**src/rtl/shift_arbiter.sv**
```systemverilog
`default_nettype none
// ============================================================================
//  Module   : shift_arbiter
//  Purpose  : Round-robin sharing of one 32-bit left shifter by two
//             requesters, with a registered result and per-requester responses.
//  Revision : 1.0
// ============================================================================
module shift_arbiter #(
    parameter int DATA_W  = 32,
    parameter int SHAMT_W = 5
) (
    input  logic               clock,
    input  logic               reset_n,
    input  logic               req0_valid,
    output logic               req0_ready,
    input  logic [DATA_W-1:0]  req0_data,
    input  logic [SHAMT_W-1:0] req0_shamt,
    input  logic               req1_valid,
    output logic               req1_ready,
    input  logic [DATA_W-1:0]  req1_data,
    input  logic [SHAMT_W-1:0] req1_shamt,
    output logic               resp0_valid,
    input  logic               resp0_ready,
    output logic [DATA_W-1:0]  resp0_data,
    output logic               resp1_valid,
    input  logic               resp1_ready,
    output logic [DATA_W-1:0]  resp1_data,
    output logic               busy,
    output logic               grant_id
);

    typedef enum logic [1:0] {
        IDLE  = 2'd0,
        SHIFT = 2'd1,
        HOLD  = 2'd2
    } state_t;

    state_t               r_state;
    state_t               w_state_nxt;
    logic                 r_last_grant;
    logic                 r_owner;
    logic [DATA_W-1:0]    r_opa;
    logic [SHAMT_W-1:0]   r_shamt;
    logic [DATA_W-1:0]    r_result;
    logic [DATA_W-1:0]    w_shifted;
    logic                 w_any;
    logic                 w_win;
    logic                 w_accept;
    logic                 w_idle;
    logic                 w_hold;

    assign w_any  = req0_valid | req1_valid;
    // Under contention the requester that did not win last time goes next.
    assign w_win  = (req0_valid & req1_valid) ? ~r_last_grant : req1_valid;
    assign w_idle = (r_state == IDLE);
    assign w_hold = (r_state == HOLD);

    always_comb begin
        w_state_nxt = r_state;
        w_accept    = 1'b0;
        case (r_state)
            IDLE: begin
                if (w_any) begin
                    w_accept    = 1'b1;
                    w_state_nxt = SHIFT;
                end
            end
            SHIFT: w_state_nxt = HOLD;
            HOLD: begin
                if (r_owner ? resp1_ready : resp0_ready) begin
                    w_state_nxt = IDLE;
                end
            end
            default: w_state_nxt = IDLE;
        endcase
    end

    always_ff @(posedge clock or negedge reset_n) begin
        if (!reset_n) begin
            r_state <= IDLE;
        end else begin
            r_state <= w_state_nxt;
        end
    end

    always_ff @(posedge clock or negedge reset_n) begin
        if (!reset_n) begin
            r_last_grant <= 1'b1;
            r_owner      <= 1'b0;
            r_opa        <= '0;
            r_shamt      <= '0;
            r_result     <= '0;
        end else begin
            if (w_accept) begin
                r_opa        <= w_win ? req1_data  : req0_data;
                r_shamt      <= w_win ? req1_shamt : req0_shamt;
                r_owner      <= w_win;
                r_last_grant <= w_win;
            end
            if (r_state == SHIFT) begin
                r_result <= w_shifted;
            end
        end
    end

    // The shifter only ever sees the latched operands.
    alu_SLL u_sll (
        .a     (r_opa),
        .shamt (r_shamt),
        .y     (w_shifted)
    );

    // Ready is gated by reset so nothing is offered while reset is held.
    assign req0_ready  = reset_n & w_idle & req0_valid & ~w_win;
    assign req1_ready  = reset_n & w_idle & req1_valid &  w_win;
    assign resp0_valid = w_hold & ~r_owner;
    assign resp1_valid = w_hold &  r_owner;
    assign resp0_data  = resp0_valid ? r_result : '0;
    assign resp1_data  = resp1_valid ? r_result : '0;
    assign busy        = ~w_idle;
    assign grant_id    = ~w_idle & r_owner;

endmodule

// ============================================================================
//  Module   : alu_SLL
//  Purpose  : 32-bit logical left shift, zero fill.
//  Revision : 1.0
// ============================================================================
module alu_SLL (
    input  logic [31:0] a,
    input  logic [4:0]  shamt,
    output logic [31:0] y
);
    assign y = a << shamt;
endmodule
`default_nettype wire

```
**config.mk**
```make
export PLATFORM = sky130hd
export DESIGN_NAME = shift_arbiter
export DESIGN_NICKNAME = d
export VERILOG_FILES = /design/src/rtl/shift_arbiter.sv
export SDC_FILE = /design/constraint.sdc
export NUM_CORES = 1
export LEC_CHECK = 0
export CAP_MARGIN = 10
export CORE_MARGIN = 2
export CORE_UTILIZATION = 45
export DETAILED_ROUTE_END_ITERATION = 7
export PLACE_DENSITY = 0.75
export REMOVE_ABC_BUFFERS = 1
export SYNTH_ARGS = -nofsm -noshare
export SYNTH_HDL_FRONTEND = slang
export SYNTH_HIERARCHICAL = 1
export SYNTH_SLANG_ARGS = --single-unit
export TNS_END_PERCENT = 5
```
**constraint.sdc**
```tcl
create_clock -name clock -period 2.5 [get_ports clock]
set_clock_uncertainty 0.15 [all_clocks]
set_input_delay 0.5 -clock clock [delete_from_list [all_inputs] [get_ports clock]]
set_output_delay 0.5 -clock clock [all_outputs]
set_load 0.01 [all_outputs]
```
==> qor.txt <==
Status -> completed
Cell area after synthesis -> 5510 sq um
Worst Path Arrival -> 2.53 ns
Largest area contributor in the netlist -> dfrtp_1
Total power -> 0.0101 W
CP Class -> reg -> reg
First-pass GRT wire length -> 22600 um
Tcrit/Tclk final -> 98.5%
Mapped Cells -> 455
Drt total wl -> 14300 um
R2r endpoint -> r_result[20]
Routed via count -> 4300
Die Footprint -> 13200 sq um
CTS tree -> done
PD cells -> 1320 nW/um^2
Worst r2r path cells -> 7
Post-synth top cells -> 87 x mux2_2, 72 x dfrtp_1, 67 x and2_1, 38 x mux2_4, 25 x nor2_1
Startpoint types -> register
WL/cell -> 18.4 um
Mean Syn Cell Area -> 12.1 sq um
Leakage power -> 3.71 nW
Final worst setup slack -> 0.0369 ns
Area of placed instances -> 7290 sq um
Vias/cell -> 5.54
Max stage delay on crit path -> 0.52 ns
Req. time, crit path -> 2.57 ns
Sequential Area -> 1830 sq um
Gpl congestion -> 0.881
H-Tree Depth -> 3
CTS Buf Count -> 9
R2r setup slk -> 0.04 ns
Clock Sinks -> 73
Share of the synthesized area in the top cell type -> 32.7%
Worst-Margin Slew -> 0.923 ns
Yosys reg bits -> 73
Crit path to -> r_result[20]
Top post-synthesis cells by area -> dfrtp_1 33%, mux2_2 18%, mux2_4 10%
Layout cell share with drive strength beyond 1 -> 34.7%
Post-synth EDFFs -> 0
Final #Nets -> 705
All-Layer GR Usage -> 22.2%
Post-synth ARST share -> 100%
Distinct cells, synth -> 48
CTS root buf -> clkbuf_16
Final hold vios -> 0
First-pass DRT Iterations -> 4
FP Rows -> 40
Number of global-route vias before repair -> 4193
Chip Width -> 115 um
DP Worst Slack -> -0.122 ns
Gr ovfl total -> 0
Multi-input gate area -> 3420 sq um
Largest net degree at the start of global routing -> 74
CP max stage cell -> mux4_2
Clk slew on worst S/H paths -> 0.06 ns
Post-synthesis sequential area ratio -> 33.2%
Main flop type after synthesis -> dfrtp_1
Clk_lat worst skew -> 0.33 ns
Reg-to-reg startpoint -> r_shamt[0]
Highest clock rate -> 0.406 GHz
Boundary Pins -> 150
Antenna diodes -> 0
Core area -> 12000 sq um
Slew headroom -> 38.5%
Ys Warns -> 6
Crit-path cells -> buf_12 -> buf_4 -> mux4_2 -> mux2_2 -> a22oi_1 -> nand2_1 -> mux2_2
Clk buf depth -> 2
Initial antenna violation count -> 0
Most used cell, CP -> mux2_2
DRT iter0 DRCs -> 207
Die height -> 115 um
HP Class -> in -> async
Max VDD drop -> 0.689 mV
Hpwl dp -> 11100 um
Final instance area -> 7650 sq um
Initial Util -> 46.1%
Final setup viols -> 0
Layout area overhead -> 38.7%
# DRC -> 0
Post-CTS Hold Fix Bufs -> 0
Buffers on Ports -> 149
Crit path from -> r_shamt[0]
Most common cell in the netlist -> mux2_2
CP endpoint kind -> register
Crit path time final -> 2.46 ns
Util after Layout -> 63.9%
Final ANT Viol Nets -> 0
Final Max Slew Viols -> 0
Filler instances -> 988
Crit path max fanout -> 13
Max_cap viols -> 0
RSZ-0062 raised after global routing -> true
stage by stage:
stage	hold WS, ns	TNS [ns]	cells
floorplan	0.0544	-13.44	418
global placement	0.351	-1.93	759
detailed placement	0.353	-3.64	759
CTS	0.326	-0.191	774
global route	0.369	-0.0899	776
finish	0.271	0	776
placed cells by master (no fill, tap or decap), drive strengths merged, types with 2 or more instances in the layout:
cell type	count
mux2	125
nor2	26
o21ai	6
dlymetal6s2s	11
clkbuf	13
dfrtp	72
a22o	2
a211oi	4
nor3b	2
nor3	4
bufinv	2
nand2	16
a221oi	3
o211ai	5
a32o	2
a221o	2
mux2i	10
inv	5
buf	48
clkdlybuf4s50	81
o22ai	4
dlygate4sd2	56
a21oi	5
a22oi	11
mux4	28
nor2b	4
and2	67
worst min-delay path by stage:
| stage | from | endpoint |
|---|---|---|
| floorplan | reset_n | r_opa[0] |
| global placement | r_result[1] | r_result[1] |
| detailed placement | r_result[26] | r_result[26] |
| CTS | reset_n | r_opa[22] |
| global route | reset_n | r_opa[23] |
| finish | reset_n | r_opa[22] |
state kept, by name, summed over array words and instances (netlist names):
name	flops
r_shamt	5
r_result	32
r_last_grant	1
r_opa	32
r_state	2
r_owner	1
power by group:
| part | internal (W) | leakage [nW] | switching, W |
|---|---|---|---|
| sequential | 0.00175 | 0.894 | 0.000597 |
| clock | 0.000950 | 0.162 | 0.000480 |
| combinational | 0.00346 | 2.65 | 0.00289 |
| total | 0.00616 | 3.71 | 0.00396 |
what timing repair did:
item / 4_1_cts / 5_1_grt
resized for setup: 67 / 11
setup endpoints to repair: 76 / 29
setup buffers: 0 / 2
pin swaps: 1 / 0
critical path: cells and delay by family (launching register included):
kind / cells / cell delay, ns
AND/OR/NAND/NOR: 1 / 0.11
buffers and inverters: 2 / 0.30
multiplexers: 3 / 1.12
flip-flops: 1 / 0.37
AO/OA/AOI/OAI: 1 / 0.29
logic make-up (layout without fill, tap and decap cells):
family	Yosys count	count (layout)	synth area share, %
compound gates	52	52	7.01
mux	163	163	42.0
simple gates	124	124	12.2
flops	73	73	33.2
buf+inv	43	217	5.56
area by class of cell:
class | instances | area share (%)
clock inverters | 2 | 0.785
well taps | 147 | 2.40
flip-flops and latches | 73 | 23.9
repair buffers | 196 | 24.4
multi-input cells | 339 | 44.7
clock buffers | 13 | 3.53
inverters | 6 | 0.294
layer usage:
layer | vias to the layer above | global-route usage (%) | part of all wire, %
met2 | 138 | 36.8 | 48
met3 | 14 | 3.76 | 5.2
met1 | 2119 | 30.4 | 45
met5 | - | 0 | 0
li1 | 2029 | - | -
met4 | 0 | 5.70 | 1.6
Power figures use the tool's default switching activity.
